[src/rtl/cycle_sequencer.sv]
// rtl/cycle_sequencer.sv - opcode-fetch / M-cycle / T-step timing generator and opcode field decoder
// Drives one-hot step, M-cycle and opcode-field buses for the group microcode blocks.
module cycle_sequencer #(
  parameter int MAX_MCYCLES = 8
) (
  input  logic                   i_Clk,
  input  logic                   i_Reset_n,
  input  logic                   i_Fetch,
  input  logic                   i_Wait,
  input  logic [7:0]             i_Bus_Data,
  output logic                   o_Active,
  output logic                   o_Opcode_Fetch,
  output logic [3:0]             o_Cycle_Step,
  output logic [MAX_MCYCLES-1:0] o_Cycle_Count,
  output logic [7:0]             o_IR,
  output logic [3:0]             o_X,
  output logic [7:0]             o_Y,
  output logic [7:0]             o_Z,
  output logic [3:0]             o_P,
  output logic [1:0]             o_Q,
  output logic                   o_Overrun
);

  typedef enum logic {
    FETCH = 1'b0,
    EXEC  = 1'b1
  } state_t;

  state_t state;
  logic   fetch_pending;
  logic   end_fetch;

  function automatic logic [3:0] onehot4(input logic [1:0] v);
    onehot4 = 4'b0001 << v;
  endfunction

  function automatic logic [7:0] onehot8(input logic [2:0] v);
    onehot8 = 8'h01 << v;
  endfunction

  // A Fetch request seen earlier in the M-cycle still ends it at T4.
  assign end_fetch      = fetch_pending | i_Fetch;
  assign o_Active       = (state == EXEC);
  assign o_Opcode_Fetch = (state == FETCH);

  always_ff @(posedge i_Clk or negedge i_Reset_n) begin
    if (!i_Reset_n) begin
      state         <= FETCH;
      fetch_pending <= 1'b0;
      o_Cycle_Step  <= 4'b0001;
      o_Cycle_Count <= '0;
      o_IR          <= 8'h00;
      o_X           <= 4'b0001;
      o_Y           <= 8'h01;
      o_Z           <= 8'h01;
      o_P           <= 4'b0001;
      o_Q           <= 2'b01;
      o_Overrun     <= 1'b0;
    end else if (!i_Wait) begin
      o_Cycle_Step <= {o_Cycle_Step[2:0], o_Cycle_Step[3]};
      if (state == FETCH) begin
        if (o_Cycle_Step[3]) begin
          // Fields are registered alongside IR so they are valid on the first EXEC cycle.
          o_IR          <= i_Bus_Data;
          o_X           <= onehot4(i_Bus_Data[7:6]);
          o_Y           <= onehot8(i_Bus_Data[5:3]);
          o_Z           <= onehot8(i_Bus_Data[2:0]);
          o_P           <= onehot4(i_Bus_Data[5:4]);
          o_Q           <= 2'b01 << i_Bus_Data[3];
          o_Cycle_Count <= {{(MAX_MCYCLES-1){1'b0}}, 1'b1};
          fetch_pending <= 1'b0;
          state         <= EXEC;
        end
      end else begin
        if (o_Cycle_Step[3]) begin
          fetch_pending <= 1'b0;
          if (end_fetch) begin
            state         <= FETCH;
            o_Cycle_Count <= '0;
          end else if (!o_Cycle_Count[MAX_MCYCLES-1]) begin
            o_Cycle_Count <= o_Cycle_Count << 1;
          end else begin
            o_Overrun     <= 1'b1;
            state         <= FETCH;
            o_Cycle_Count <= '0;
          end
        end else if (i_Fetch) begin
          fetch_pending <= 1'b1;
        end
      end
    end
  end

endmodule
[config.mk]
export PLATFORM = sky130hd
export DESIGN_NAME = cycle_sequencer
export DESIGN_NICKNAME = d
export VERILOG_FILES = /design/src/rtl/cycle_sequencer.sv
export SDC_FILE = /design/constraint.sdc
export NUM_CORES = 1
export LEC_CHECK = 0
export ABC_CLOCK_PERIOD_IN_PS = 1950
export CORE_MARGIN = 10
export CORE_UTILIZATION = 45
export DETAILED_ROUTE_END_ITERATION = 10
export HOLD_SLACK_MARGIN = 0.15
export PLACE_DENSITY = 0.78
export SETUP_SLACK_MARGIN = 0.02
export SLEW_MARGIN = 20
export SYNTH_ARGS = -nofsm -noshare
export SYNTH_HDL_FRONTEND = slang
export SYNTH_SLANG_ARGS = --single-unit
[constraint.sdc]
create_clock -name i_Clk -period 1.95 [get_ports i_Clk]
set_input_delay 0.2925 -clock i_Clk [delete_from_list [all_inputs] [get_ports i_Clk]]
set_output_delay 0.2925 -clock i_Clk [all_outputs]
set_load 0.005 [all_outputs]
# Yosys cells after proc, flatten, opt, wreduce, memory -nomap -nowiden

Index checks and enable logic that the tools add are counted.

Word-level logic and storage cells: 40
Output and inout bits: 49
Register bits: 49
Bits of input ports: 12

Reductions and logical operators: 6
Muxes and demuxes: 14
Shift operators: 5
Bitwise logic cells: 4

Operators by type and width:

| kind                | count |
|---|---|
| $mux 8              | 5 |
| $shl 1x3->8 const A | 2 |
| $mux 1              | 9 |
| $shl 1x2->4 const A | 2 |
| $reduce_and 3->1    | 2 |
| $reduce_and 5->1    | 1 |
| $reduce_bool 2->1   | 2 |
| $not 1->1           | 3 |
| $reduce_and 2->1    | 1 |
| $shl 1x1->2 const A | 1 |
| $or 1x1->1          | 1 |

# Longest topological paths before layout

Gate-level depths: netlist of run 1.

Word-level depth: 4
Gate-level depth with buffers: 6
Depth with buffers taken out: 3

# Least setup slack after synthesis of run 1

No wires, ideal clock.

Path type: register to register
Start: reg state, in the netlist o_Active
End: reg o_IR[4]
Path buffers: 2
Clock period less this slack: 1.474 ns
Stages on the path, launching flop included: 5
Data required time: 1.825 ns
Setup time: 0.125 ns
Setup slack: 0.476 ns
Arrival time: 1.348 ns
Cells stage by stage: dfrtp_1 or3b_1 buf_6 buf_6 mux2_4

Longest elaborated chain between the ends: 2

RTL lines:

| what                       | RTL line | RTL |
|---|---|---|
| from (decl)                | 29       | `state_t state;` |
| from (signal assigned)     | 48       | `state <= FETCH;` |
| from (signal assigned)     | 72       | `state <= EXEC;` |
| from (signal assigned)     | 78       | `state <= FETCH;` |
| $not 1->1 (no line)        | -        |  |
| $reduce_and 3->1 (no line) | -        |  |
| to (signal assigned)       | 64       | `o_IR <= i_Bus_Data;` |
| to (decl)                  | 15       | `output logic [7:0] o_IR,` |

No other way between the ends.
A chain may end at the register's enable or synchronous reset.

# Worst setup path in the final report of run 1

Start: reg state, in the netlist o_Active
End: out o_Opcode_Fetch

Longest elaborated chain between the ends: 1

RTL lines:

| what                | RTL line | RTL |
|---|---|---|
| $not 1->1 (no line) | -        |  |
| to (decl)           | 12       | `output logic o_Opcode_Fetch,` |

No other way between the ends.

==> metrics.cfg, run 1 <==
[status]
status = completed

[clock_tree]
cts_setup_buffers = 0
cts-resized-gates = 0
clk_latency_ns = 0.30
htree_num_levels = 2
hold_buffers = 1
clk_pin_slew_ns = 0.08
clkSinkCount = 48
cts_buffer_depth = 2
tritoncts = done
cts-root-buf = clkbuf_8
cts_made_buffers = 5

[yosys]
mappedNetlistArea_um2 = 1901
synth_top_family_by_area = compound AO/OA/AOI/OAI gates
yosys_warnings = 0
synth-xor-area-share_pct = 0
synth_compound_gate_area_share_pct = 13.63
synthAdderAreaFrac_pct = 0
syn_nets = 173
yosysSeqAreaShare_pct = 63.59
synthCells = 161
muxShareOfSynthArea_pct = 6.320
synth_simple_gate_area_share_pct = 11.32
yosys_register_bits = 48
syn_avg_cell_area_um2 = 11.80
synth.distinct_cells = 24

[run]
max_cap_violations = 0

[route]
avgViaCountPerCell = 5.000
via_count = 1360
wirelength_mm = 4.319
drc = 0
first_pass_iters = 4
ant_nets = 0
drt-initial-drc-count = 99
routedWlPerCell_um = 15.88

[global_route]
grt_pass1_wl_mm = 7.155
grt_antenna_before_repair = 0
gr-total-overflow = 0
grt_usage_pct = 12.14
grt_max_degree = 49
grt_pass1_vias = 1388

[placed_design]
portBuffers = 60
place.detailed.hpwl_mm = 3.183
gp_congestion = 0.7661
dpl.cell_count = 263
place_ws_ns = 0.08238

[sta]
setup_tns_ns = 0
tightest_slew_ns = 0.5822
hold_violations = 0
finalCritPeriodShare_pct = 84.31
timing.fmax_mhz = 608.3
finalSetupViolCount = 0
setup_ws_ns = 0.3060
min_period_ns = 1.644
hold_ws_ns = 0.4724
skew_ns = 0.006503
maxSlewHeadroom_pct = 61.18
rsz0062_at_grt = false
drv_slew = 0

[layout]
drive_above_1_share_pct = 12.16
syn_to_final_growth_pct = 37.99
final_common_cell = clkdlybuf4s50_1
insertedDiodeCount = 0
fin_cells = 272
fin_util_pct = 64.63
mostFrequentLayoutCells = clkdlybuf4s50_1 (59), dfrtp_1 (42), nand2_1 (35)
fillers = 335
fin_nets = 233

[setup_path]
start_kind = flop
cp_cell_sequence = inv_1 -> clkdlybuf4s50_1
max_stage_delay_ns = 0.52
path_class = flop to primary output
crit_fanout = 6
critPathRequiredTime_ns = 1.66
cp.arrival_ns = 1.35
critPathCaptureType = primary output
cp_num_buf_inv = 2
crit_slowest_cell = clkdlybuf4s50_1
critPathTopFamily = buffers and inverters

[floorplanning]
initial_core_util_pct = 46.84
io_pins = 61
rows = 23
core_um2 = 4058
die_w_um = 84.99
die_h_um = 84.99
die_area_um2 = 7223

[power_and_ir_drop]
cellPowerDensity_nw_per_um2 = 635.2
vdd_ir_drop_max_v = 0.0004829
p_leak_nw = 1.177

[worst_hold_path]
hp-class = flop to flop

[report_power, final]
| group | switching [mW] | internal, mW | leakage (nW) |
|---|---|---|---|
| sequential | 0.0000000456 | 0.995 | 0.638 |
| clock | 0.309 | 0.289 | 0.0455 |
| combinational | 0.0448 | 0.0279 | 0.493 |
| total | 0.353 | 1.31 | 1.18 |
[synth_stat cells]
cell type  instances  area share [%]
a41o_1             1            0.53
clkbuf_1           6             1.2
mux2_2             4             2.4
o31ai_1            9             3.6
mux2_4             5             3.9
dfstp_2            6             8.3
nand2_1           35             6.9
nor3_1             2            0.53
nand2b_1           5             1.6
or3b_1             1            0.46
a21oi_1            1            0.26
a31oi_1            1            0.33
o41ai_1            5             2.3
nor2_1             3            0.59
o21ai_0           13             3.4
a22o_1             7             3.2
inv_1              5            0.99
dfrtp_1           42              55
buf_6              4             2.4
nor2b_1            1            0.33
and3_1             1            0.33
nand3_1            2            0.53
buf_1              1            0.20
buf_4              1            0.40
[stage by stage]
stage | power [mW] | cell area, um^2
after floorplan | 1.033 | 1901
after global placement | 1.086 | 2522
after detailed placement | 1.087 | 2522
after CTS | 1.683 | 2623
after global routing | 1.722 | 2623
final | 1.666 | 2623
[metal layers]
metal  part of all wire, %  GRT usage [%]  up-vias
met5                     0              0        -
met4                   1.8          5.838        0
met3                   6.4          4.302        6
met2                    48          19.01       29
met1                    43          14.48      651
li1                      -              -      674
[cell families after synthesis]
group                  after synthesis
AO/OA/AOI/OAI                       37
buffers and inverters               17
flip-flops                          48
multiplexers                         9
AND/OR/NAND/NOR                     50
[worst paths after layout]
path / from / endpoint / slack, ns / cells after the start
worst max register to register: o_Active / o_Y[5] / 0.36 / 3
min in group asynchronous: i_Reset_n / o_Cycle_Step[1] / 0.61 / 3
max in group asynchronous: i_Reset_n / o_Overrun / 0.94 / 3
worst max-delay path: o_Active / o_Opcode_Fetch / 0.31 / 2
worst min-delay path: o_Overrun / o_Overrun / 0.47 / 1
worst min register to register: o_Overrun / o_Overrun / 0.47 / 1
[state kept, by name, summed over array words and instances, names as in the netlist, 4 cells and up]
| signal | cells |
|---|---|
| o_IR | 8 |
| o_Y | 8 |
| o_Z | 8 |
| o_X | 4 |
| o_P | 4 |
| o_Cycle_Step | 4 |
| o_Cycle_Count | 8 |
[final cells by class]
cell class	instances	area (um^2)	area share (%)
multi-input cells	96	594.3	22.66
repair buffers	65	648.1	24.71
flip-flops and latches	48	1209	46.09
inverters	5	18.77	0.7156
well taps	50	62.56	2.385
clock buffers	8	90.09	3.435
Note: power is estimated with default switching activity, not from simulation.
==> run 2: changes to the inputs <==
--- a/config.mk
+++ b/config.mk
@@ -5,12 +5,12 @@
 export SDC_FILE = /design/constraint.sdc
 export NUM_CORES = 1
 export LEC_CHECK = 0
-export ABC_CLOCK_PERIOD_IN_PS = 1950
+export ABC_CLOCK_PERIOD_IN_PS = 1400
 export CORE_MARGIN = 10
-export CORE_UTILIZATION = 45
+export CORE_UTILIZATION = 41
 export DETAILED_ROUTE_END_ITERATION = 10
 export HOLD_SLACK_MARGIN = 0.15
-export PLACE_DENSITY = 0.78
+export PLACE_DENSITY = 0.75
 export SETUP_SLACK_MARGIN = 0.02
 export SLEW_MARGIN = 20
 export SYNTH_ARGS = -nofsm -noshare
==> constraint.sdc (replaced) <==
create_clock -name i_Clk -period 1.4 [get_ports i_Clk]
set_input_delay 0.21 -clock i_Clk [delete_from_list [all_inputs] [get_ports i_Clk]]
set_output_delay 0.21 -clock i_Clk [all_outputs]
set_load 0.005 [all_outputs]
==> run 2 against run 1 <==
Compared with the run above:
- the run now ends with setup timing left
- global-route usage is 0.81 points higher
- first-iteration DRC count is 25% lower
- combinational power is 71% higher
- clock-buffer cell count is 2 lower
- clock power is 94% higher
- die area is 7.4% higher
- final area is 13% higher
- wire length is 12% higher
- sequential share of layout area is 5.2 points lower
- worst hold slack worse by 0.10 ns
==> metrics.cfg, run 2 (synthesis gave the netlist of run 1 again) <==
[route]
ant_nets = 0  ; unchanged
via_count = 1497  ; +10%
routedWlPerCell_um = 16.29  ; +2.6%
wirelength_mm = 4.854  ; +12%
drc = 0  ; unchanged
first_pass_iters = 4  ; unchanged
drt-initial-drc-count = 74  ; -25%
avgViaCountPerCell = 5.023  ; +0.47%

[status]
violations = setup timing
status = finished with violations

[power_and_ir_drop]
p_leak_nw = 1.731  ; +47%
combPwrFrac_pct = 4.6  ; +0.2 points
p_clk_share_pct = 43.5  ; +7.6 points
power.internal_mw = 2.149  ; +64%
power_frac_seq_pct = 51.9  ; -7.8 points
p_sw_share_pct = 19.51  ; -1.7 points
power_switching_mw = 0.5210  ; +47%
cellPowerDensity_nw_per_um2 = 903.1  ; +42%
vdd_ir_drop_max_v = 0.0007583  ; +57%
p_total_mw = 2.670  ; +60%

[floorplanning]
io_pins = 61  ; unchanged
die_h_um = 88.09  ; +3.6%
rows = 24  ; +4.3%
initial_core_util_pct = 43.06  ; -3.8 points
core_um2 = 4414  ; +8.8%
die_w_um = 88.09  ; +3.6%
die_area_um2 = 7759  ; +7.4%

[sta]
skew_ns = 0.009576  ; +0.003074 ns
finalCritPeriodShare_pct = 101.8
min_period_ns = 1.425
finalSetupViolCount = 5  ; +5
setup_ws_ns = -0.02490  ; -0.3309 ns
timing.fmax_mhz = 701.8
hold_ws_ns = 0.3729  ; -0.09953 ns
hold_violations = 0  ; unchanged
maxSlewHeadroom_pct = 71.78  ; +11 points
tightest_slew_ns = 0.4233  ; -0.1590 ns
rsz0062_at_grt = true
setup_tns_ns = -0.1023  ; -0.1023 ns
drv_slew = 0  ; unchanged

[global_route]
grt_usage_pct = 12.95  ; +0.81 points
grt_max_degree = 45  ; -8.2%
grt_pass1_wl_mm = 7.921  ; +11%
grt_pass1_vias = 1562  ; +13%
gr-total-overflow = 0  ; unchanged
grt_antenna_before_repair = 0  ; unchanged

[layout]
fin_util_pct = 66.98  ; +2.3 points
insertedDiodeCount = 0  ; unchanged
syn_to_final_growth_pct = 55.56
drive_above_1_share_pct = 27.24  ; +15 points
final_common_cell = dfrtp_1
fin_cells = 298  ; +9.6%
fin_nets = 257  ; +10%
mostFrequentLayoutCells = dfrtp_1 (42), dlygate4sd2_1 (40), nand2_1 (35)

[setup_path]
path_class = flop to flop
rr_worst_depth = 3  ; unchanged
cp.arrival_ns = 1.62  ; +0.27 ns
crit_slowest_cell = or3b_4
timing.rr.start = o_Active
start_kind = flop
r2r_end = o_IR[5]
cp_cell_sequence = or3b_4 -> buf_12 -> mux2_4
critPathCaptureType = flop
max_stage_delay_ns = 0.47  ; -0.05 ns
critPathRequiredTime_ns = 1.59  ; -0.07 ns
r2r_slack_ns = -0.02  ; -0.38 ns
crit_fanout = 5  ; -1

[placed_design]
portBuffers = 60  ; unchanged
gp_congestion = 0.7536  ; -1.6%
place.detailed.hpwl_mm = 3.469  ; +9.0%
dpl.cell_count = 274  ; +4.2%

[clock_tree]
cts_made_buffers = 5  ; unchanged
htree_num_levels = 2  ; unchanged
cts-root-buf = clkbuf_8
clkSinkCount = 48  ; unchanged
clk_latency_ns = 0.30  ; about the same
cts_buffer_depth = 2  ; unchanged
clk_pin_slew_ns = 0.09  ; about the same
tritoncts = done

[worst_hold_path]
hp-class = input port to async pin

[run]
max_cap_violations = 0  ; unchanged

==> run 2: changes by cell type in the layout (fill, tap and decap cells not counted), moves of 8 or more <==
| cell | before | now |
|---|---|---|
| buf_4 | 3 | 23 |
| o31ai_1 | 9 | 0 |
| dlymetal6s2s_1 | 0 | 8 |
| clkdlybuf4s50_1 | 59 | 10 |
| o31ai_2 | 0 | 9 |
| dlygate4sd2_1 | 0 | 40 |
==> run 2: worst max-delay path by stage <==
stage | startpoint | end | cells after the start
after floorplan | o_Active | o_IR[4] | 4
final | o_Active | o_IR[5] | 3
after global routing | o_Active | o_Z[7] | 3
after global placement | i_Wait | o_IR[7] | 4
after CTS | o_Active | o_Z[4] | 3
after detailed placement | i_Wait | o_Y[0] | 4
==> run 2: power groups by stage <==
stage | Clock, mW | Sequential, mW | Combinational, mW
floorplan | 0 | 1.41 | 0.0251
global placement | 0 | 1.41 | 0.114
detailed placement | 0 | 1.41 | 0.115
CTS | 1.18 | 1.39 | 0.121
global route | 1.26 | 1.39 | 0.138
finish | 1.16 | 1.39 | 0.124
==> run 2: metal layers <==
layer / share of wire [%] / vias to the layer above / wire [um] / track usage, %
met5: 0 / - / 0 / 0
met4: 1.2 / 0 / 57 / 5.136
li1: - / 723 / - / -
met2: 52 / 26 / 2540 / 21.49
met1: 41 / 742 / 2008 / 15.35
met3: 5.1 / 6 / 247 / 3.900
==> run 2: final cells by class <==
type	count	area (um^2)
clock inverter	2	60.06
inverter	5	18.77
timing repair buffer	89	858.3
fill	356	1458
tap	52	65.06
multi-input combinational	96	673.1
sequential	48	1209
clock buffer	6	72.57
==> run 2: critical path, delay by kind of cell, from the launching register on <==
| kind | cells | cell delay (ns) |
|---|---|---|
| buffers and inverters | 1 | 0.17 |
| muxes | 1 | 0.29 |
| DFF | 1 | 0.39 |
| and+or+nand+nor | 1 | 0.47 |
==> run 2: repair_timing <==
action	4_1_cts	5_1_grt
resized for setup	58	18
setup endpoints to repair	79	29
pin swaps	0	1
setup buffers	12	2
hold buffers	1	0
hold endpoints to repair	12	0
gates cloned	2	0
==> run 2: through the flow <==
| stage | setup WS (ns) | instance area [um^2] |
|---|---|---|
| after CTS | -0.04502 | 2899 |
| after floorplan | -0.04879 | 1904 |
| after detailed placement | -0.3991 | 2592 |
| after global routing | -0.04067 | 2957 |
| final | -0.02490 | 2957 |
| after global placement | -0.3645 | 2592 |
